--- src/rtl/control_unit.sv ---
// control_unit: fetch/execute sequencer for YASAC.
// Drives every data_unit strobe from the FSM state, the current opcode,
// the status-bit selector and the status register.
// Loads and stores take one extra memory cycle (MEM2).
// HALT is a sink state that only reset can leave.
module control_unit (
  input  logic       clk,
  input  logic       reset_n,
  input  logic [4:0] opcode,
  input  logic [2:0] s,
  input  logic [7:0] status,
  output logic [1:0] op,
  output logic       ipc,
  output logic       clpc,
  output logic       wpc,
  output logic       wir,
  output logic       wreg,
  output logic       inm,
  output logic       wmem,
  output logic       rmem,
  output logic       wmar,
  output logic       wsreg,
  output logic       halted
);

  typedef enum logic [2:0] {
    ST_INIT  = 3'd0,
    ST_FETCH = 3'd1,
    ST_EXEC  = 3'd2,
    ST_MEM2  = 3'd3,
    ST_HALT  = 3'd4
  } state_t;

  // ALU operation encodings seen by data_unit
  localparam logic [1:0] OP_PASS_B = 2'b00;
  localparam logic [1:0] OP_PASS_A = 2'b11;

  state_t r_state;
  state_t w_nextState;

  // Opcode class decode, shared by the EXEC and MEM2 branches
  logic w_isHalt;
  logic w_isAluReg;
  logic w_isAluImm;
  logic w_isLoad;
  logic w_isStore;
  logic w_isMemK;
  logic w_isJmp;
  logic w_isBs;
  logic w_isBc;
  logic w_flag;

  assign w_isHalt   = (opcode == 5'b00001);
  assign w_isAluReg = (opcode[4:2] == 3'b001);
  assign w_isAluImm = (opcode[4:2] == 3'b010);
  assign w_isLoad   = (opcode[4:1] == 4'b1000);
  assign w_isStore  = (opcode[4:1] == 4'b1001);
  // ld and st take their address from the immediate; ldr and str from rB
  assign w_isMemK   = (opcode == 5'b10000) || (opcode == 5'b10010);
  assign w_isJmp    = (opcode == 5'b11000);
  assign w_isBs     = (opcode == 5'b11001);
  assign w_isBc     = (opcode == 5'b11010);
  // Selected status flag used by conditional branches
  assign w_flag     = status[s];

  // State register; reset pulls the sequencer back to INIT at once
  always_ff @(posedge clk or negedge reset_n) begin
    if (!reset_n) begin
      r_state <= ST_INIT;
    end else begin
      r_state <= w_nextState;
    end
  end

  // Next-state and strobe decode; every strobe defaults low
  always_comb begin
    w_nextState = r_state;
    op          = OP_PASS_B;
    ipc         = 1'b0;
    clpc        = 1'b0;
    wpc         = 1'b0;
    wir         = 1'b0;
    wreg        = 1'b0;
    inm         = 1'b0;
    wmem        = 1'b0;
    rmem        = 1'b0;
    wmar        = 1'b0;
    wsreg       = 1'b0;
    halted      = 1'b0;

    case (r_state)
      ST_INIT: begin
        clpc        = 1'b1;
        w_nextState = ST_FETCH;
      end

      ST_FETCH: begin
        wir         = 1'b1;
        ipc         = 1'b1;
        w_nextState = ST_EXEC;
      end

      ST_EXEC: begin
        w_nextState = ST_FETCH;
        if (w_isHalt) begin
          w_nextState = ST_HALT;
        end else if (w_isAluReg || w_isAluImm) begin
          op    = opcode[1:0];
          wreg  = 1'b1;
          wsreg = 1'b1;
          inm   = w_isAluImm;
        end else if (w_isLoad || w_isStore) begin
          op          = OP_PASS_B;
          inm         = w_isMemK;
          wmar        = 1'b1;
          w_nextState = ST_MEM2;
        end else if (w_isJmp || w_isBs || w_isBc) begin
          op  = OP_PASS_B;
          inm = 1'b1;
          wpc = w_isJmp | (w_isBs & w_flag) | (w_isBc & ~w_flag);
        end
      end

      ST_MEM2: begin
        w_nextState = ST_FETCH;
        if (w_isLoad) begin
          rmem = 1'b1;
          wreg = 1'b1;
        end else if (w_isStore) begin
          op   = OP_PASS_A;
          wmem = 1'b1;
        end
      end

      ST_HALT: begin
        halted      = 1'b1;
        w_nextState = ST_HALT;
      end

      default: begin
        w_nextState = ST_INIT;
      end
    endcase
  end

endmodule

--- config.mk ---
export PLATFORM = sky130hd
export DESIGN_NAME = control_unit
export DESIGN_NICKNAME = d
export VERILOG_FILES = /design/src/rtl/control_unit.sv
export SDC_FILE = /design/constraint.sdc
export NUM_CORES = 1
export LEC_CHECK = 0
export ABC_AREA = 1
export CAP_MARGIN = 20
export CORE_AREA = 2 2 39 41
export DETAILED_ROUTE_END_ITERATION = 12
export DIE_AREA = 0 0 41 43
export GPL_TIMING_DRIVEN = 0
export PLACE_DENSITY = 0.76
export SLEW_MARGIN = 20
export SYNTH_ARGS = -nofsm -noshare
export SYNTH_HDL_FRONTEND = slang
export SYNTH_SLANG_ARGS = --single-unit
--- constraint.sdc ---
create_clock -name clk -period 2 [get_ports clk]
set_input_delay 0.4 -clock clk [delete_from_list [all_inputs] [get_ports clk]]
set_output_delay 0.4 -clock clk [all_outputs]
set_load 0.005 [all_outputs]
==> impl_metrics.tcl, run 1 <==
set metrics [dict create \
    drive_gt1_share_pct 28.0 \
    worstSetupStartpoint "r_state[2]" \
    finClkSkew_ns 0.00458 \
    clk_path_buf_depth 2 \
    finalHoldViolations 0 \
    maxCapViolCount 0 \
    cts_buffers 3 \
    nNetsFinal 137 \
    grt_max_degree 6 \
    h-tree-depth 1 \
    worstSetupStartpointType "flop" \
    avgSynthCellArea_sq_um 5.43 \
    rows 14 \
    syn_inst 80 \
    firstDrtPassIters 4 \
    dieArea_sq_mm 0.00176 \
    cts.sinks 3 \
    ant_nets 0 \
    clockRootBuffer "clkbuf_4" \
    r2r_start "r_state[2]" \
    coreArea_sq_mm 0.00138 \
    top_register "r_state" \
    area_delta_synth_final_pct 91.1 \
    die_x_um 41 \
    setup-tns-final_ns 0 \
    cts.clk_slew.worst_paths_ns 0.04 \
    fmax_ghz 0.526 \
    clk-insertion-delay-late_ns 0.24 \
    num_antenna_cells 0 \
    final_core_util_pct 59.9 \
    fillerInstances 151 \
    yosysSeqAreaShare_pct 17.3 \
    viasPerCell 4.72 \
    grt_util_all_layers_pct 17.2 \
    synth_cell_types 19 \
    synth.most_common_cell "inv_1" \
    min_period_ns 1.90 \
    synth-warning-count 0 \
    synth_area_sq_um 434 \
    grt_pass1_vias 530 \
    wl_per_cell_um 9.52 \
    hold_path.class "input port to async pin" \
    cp_max_fo 4 \
    largest_reg_flops 3 \
    antenna_found_initial 0 \
    yosys.area.top_type "dfrtp_1" \
    maxSlewHeadroom_pct 84.1 \
    status "finished clean" \
    ys_ff_latch 3 \
    synth_nets 98 \
    cp-end-kind "output port" \
    synthTopCellsByArea "dfrtp_1 17%, inv_1 16%, nand2_1 15%, nand3_1 10%, nor2_1 8.6%" \
    path_class "flop to output port" \
    drc 0 \
    hpwlAfterDp_um 1000 \
    fp.dieH_um 43 \
    rsz0062_at_grt "false" \
    async_reset_ff_share_pct 100 \
    gp_congestion 0.736 \
    vias 633 \
    whs_ns 0.346 \
    tightest_slew_ns 0.238 \
    start_util_pct 31.4 \
    ys.flop_type "dfrtp_1" \
    peakVddDrop_mv 0.278 \
    reg_top3 "r_state x3" \
    port_buffers 30 \
    period_share_pct 95.1 \
    required_ns 1.60 \
    cts_hold_buffers 0 \
    synth_top_area_share_pct 17.3 \
    setup_viol 0 \
    power.leakage_nw 0.497 \
    grt_first_pass_wirelength_um 2040 \
    grt_overflow_total 0 \
    ios 31 \
    ys_top_cells_by_count "19 x inv_1, 17 x nand2_1, 10 x nor2_1" \
    cts_tree "built" \
    drv_slew 0 \
    reg2regPathDepth 3 \
    synth_edf_count 0 \
    wl_um 1280 \
    drt_iter0_drc 6 \
    powerDensity_mw_per_mm2 682 \
    p_total_uw 566 \
    cp.arrival_ns 1.50 \
]
logic make-up (layout without fill, tap and decap cells):
kind of cell / count (synthesis) / after routing / synth area share, %
simple gates: 45 / 45 / 50.1
buf+inv: 23 / 61 / 20.8
compound gates: 9 / 9 / 11.8
flops: 3 / 3 / 17.3
cell usage in the layout (no fill, tap or decap), drive strengths merged:
cell type,Yosys,routed
or2,1,1
nand3,9,9
inv,22,22
dlygate4sd2,0,8
nor3,2,2
dfrtp,3,3
clkdlybuf4s50,0,12
nand3b,1,1
clkbuf,0,9
dlymetal6s2s,0,4
nand2,18,18
a21oi,3,3
nand4,1,1
clkdlybuf4s15,0,1
o21ai,4,4
buf,1,5
o22ai,2,2
nor2,13,13
routing by layer:
layer	track usage, %	vias to the layer above	wire [um]
met5	0	-	0
met4	12.0	0	37
met3	3.14	5	65
met2	30.0	22	704
met1	16.6	284	468
li1	-	322	-
layout make-up:
| cell class | instances | area [sq um] | area share, % |
|---|---|---|---|
| Multi-Input combinational cell | 54 | 313 | 37.7 |
| Timing Repair Buffer | 34 | 305 | 36.8 |
| Inverter | 22 | 82.6 | 9.95 |
| Sequential cell | 3 | 75.1 | 9.05 |
| Clock buffer | 4 | 26.3 | 3.17 |
| Tap cell | 16 | 20.0 | 2.41 |
| Buffer | 1 | 7.51 | 0.905 |
path summary, 6_finish.rpt:
kind | to | slack (ns)
setup / recovery | op[1] | 0.1
hold / removal | r_state[1] | 0.35
setup reg to reg | r_state[2] | 0.99
hold reg to reg | r_state[1] | 0.54
max in group asynchronous | r_state[2] | 1.50
min in group clk | r_state[1] | 0.54
per-stage QoR:
stage               cell area (sq um)  setup slack (ns)  std cells
floorplan                         434             0.629         80
global placement                  754            -0.430        126
detailed placement                754            -0.447        126
CTS                               822           -0.0189        133
global route                      830            0.0137        134
finish                            830            0.0982        134
worst max-delay path, stage by stage (launching register included):
cell	delay, ns
dfrtp_1	0.42
nor3_4	0.29
nand2_2	0.10
buf_4	0.14
o21ai_1	0.11
clkdlybuf4s15_1	0.21
timing repair:
item,4_1_cts,5_1_grt
setup endpoints to repair,9,8
buffers inserted,3,1
pin swaps,4,2
gates resized for setup,26,17
cloned,0,0
power by group:
group	internal (mW)	total [mW]	switching (mW)
logic	0.189	0.349	0.160
clock network	0.0749	0.108	0.0331
registers	0.0826	0.108	0.0258
total	0.346	0.566	0.219
Note: power is estimated with default switching activity, not from simulation.
==> run 2: changes to the inputs <==
GPL_ROUTABILITY_DRIVEN = 0   (was unset)
SLEW_MARGIN = unset   (was 20)
==> results of run 2 <==
The final DEF is identical to that of run 1; final timing and power are the same.
==> edit (config.mk and constraints of run 1) <==
Encoding of `state_t`: now Gray code (3 bits for 5 states).
--- a/src/rtl/control_unit.sv
+++ b/src/rtl/control_unit.sv
@@ -24,11 +24,11 @@
 );
 
   typedef enum logic [2:0] {
-    ST_INIT  = 3'd0,
-    ST_FETCH = 3'd1,
-    ST_EXEC  = 3'd2,
-    ST_MEM2  = 3'd3,
-    ST_HALT  = 3'd4
+    ST_INIT  = 3'b000,
+    ST_FETCH = 3'b001,
+    ST_EXEC  = 3'b011,
+    ST_MEM2  = 3'b010,
+    ST_HALT  = 3'b110
   } state_t;
 
   // ALU operation encodings seen by data_unit
Check against the original RTL: no difference found for any inputs over 10 cycles, from zero or initial values and one cycle with reset_n low; not proved beyond that.
==> edit against run 1 <==
Non-clock buffer count increased by 18. Cell count increased by 14%. Register-to-register slack got worse by 0.22 ns. Power increased by 4.7%. Synthesized area decreased by 3.5%. Combinational power increased by 6.3%. Worst setup slack got worse by 0.093 ns. Design area increased by 19%. Clock skew increased by 0.0067 ns. Sequential power decreased by 11%. Sequential cell count unchanged. Global-route usage increased by 6.2 points. Wire length increased by 53%. Critical path type unchanged. Largest cell class unchanged. Highest routed layer unchanged.
==> edit: results (changes against run 1) <==
metric;value;unit;change
outcome;complete, no violations;;unchanged
dpl hpwl;1.01;mm;was 1.00 mm
Worst EP arrival;1.59;ns;was 1.50 ns
Avg Cell Area, Syn;5.17;um2;was 5.43 um2
first-pass GRT wire length;2.77;mm;was 2.04 mm
crit-path max cell delay;0.48;ns;was 0.42 ns
R2R setup slack;0.77;ns;was 0.99 ns
Vias;750;;was 633
share of cells above drive strength 1;39.4;%;was 28.0%
Rel. slew slack;83.7;%;was 84.1%
Setup Skew;0.0112;ns;was 0.00458 ns
Max VDD drop;0.354;mV;was 0.278 mV
most frequent cells after synthesis;inv_1 (22), nand2_1 (20), nand3_1 (8), nor2_1 (6), o21ai_0 (5);;was inv_1 (19), nand2_1 (17), nor2_1 (10), nand3_1 (9)
dpl cells;127;;was 126
Area contributors post-synth;inv_1 (20%), dfrtp_1 (18%), nand2_1 (18%), nand3_1 (9.6%), o21ai_0 (6.0%);;was dfrtp_1 (17%), inv_1 (16%), nand2_1 (15%), nand3_1 (10%), nor2_1 (8.6%)
Worst Setup EP;wir;;was op[1]
Routability Congestion;0.794;;was 0.736
worst hold slack;0.331;ns;was 0.346 ns
Seq/Total Area, Yosys;17.9;%;was 17.3%
clk_lat worst skew;0.26;ns;was 0.24 ns
number of global-route vias before repair;698;;was 530
R2R Path Start;r_state[0];;was r_state[2]
met3 usage;3.66;%;was 3.14%
dpl cell area;739;um2;was 754 um2
Via-to-Cell Ratio;4.90;;was 4.72
largest net degree at the start of global routing;7;;was 6
total track usage;23.4;%;was 17.2%
met2 usage;38.1;%;was 30.0%
dpl ws;-0.524;ns;was -0.447 ns
Worst Reg-to-Reg Cells;6;;was 3
RR Endpoint;r_state[1];;was r_state[2]
synthesized net count;99;;was 98
wire length per cell;12.8;um;was 9.52 um
Cell variety after synth;14;;was 19
Compound-Gate Fraction of Synth Area;13.7;%;was 11.8%
drt first-iter violations;36;;was 6
Tmin final;1.99;ns;was 1.90 ns
Final Net Count;156;;was 137
slowest cell on the critical path;clkdlybuf4s50_1;;was dfrtp_1
GR met1 Demand/Resource;25.6;%;was 16.6%
==> edit: cell count changes in the layout (fill, tap and decap cells not counted), moves of 3 or more <==
cell / before / now
buf_4: 5 / 23
clkbuf_2: 5 / 2
nor2_1: 8 / 3
nor3_1: 0 / 3
o21ai_0: 1 / 4
==> edit: cell families (layout without fill, tap and decap cells) <==
group | after synthesis | after routing
AOI/OAI and AO/OA | 11 | 11
buffers and inverters | 24 | 80
and+or+nand+nor | 43 | 43
DFF | 3 | 3
==> edit: critical path, delay by kind of cell, from the launching register on <==
kind / cells / cell delay [ns]
buf+inv: 3 / 0.69
simple gates: 2 / 0.23
flops: 1 / 0.41
==> edit: repair_timing <==
item                       in CTS  in global routing
hold endpoints to repair        0                  0
gates resized for setup        35                 29
gates cloned                    0                  0
hold buffers                    0                  0
setup endpoints to repair      10                  9
buffers inserted               20                  3
pin swaps                       7                  8
==> edit: report_power, final <==
group | switching [mW] | leakage (nW) | internal, mW
combinational | 0.166 | 0.530 | 0.204
clock | 0.0496 | 0.0150 | 0.0760
sequential | 0.0213 | 0.0345 | 0.0749
==> edit: layer usage <==
| metal | vias to the layer above | routed length [um] |
|---|---|---|
| met5 | - | 0 |
| li1 | 362 | - |
| met2 | 27 | 1030 |
| met3 | 10 | 90 |
| met1 | 351 | 729 |
| met4 | 0 | 105 |
==> edit: cell type report <==
class	instances	area [um2]
Tap cell	16	20.0
Clock buffer	4	26.3
Buffer	1	7.51
Fill cell	110	394
Multi-Input combinational cell	54	322
Inverter	23	88.8
Sequential cell	3	76.3
Timing Repair Buffer	52	449
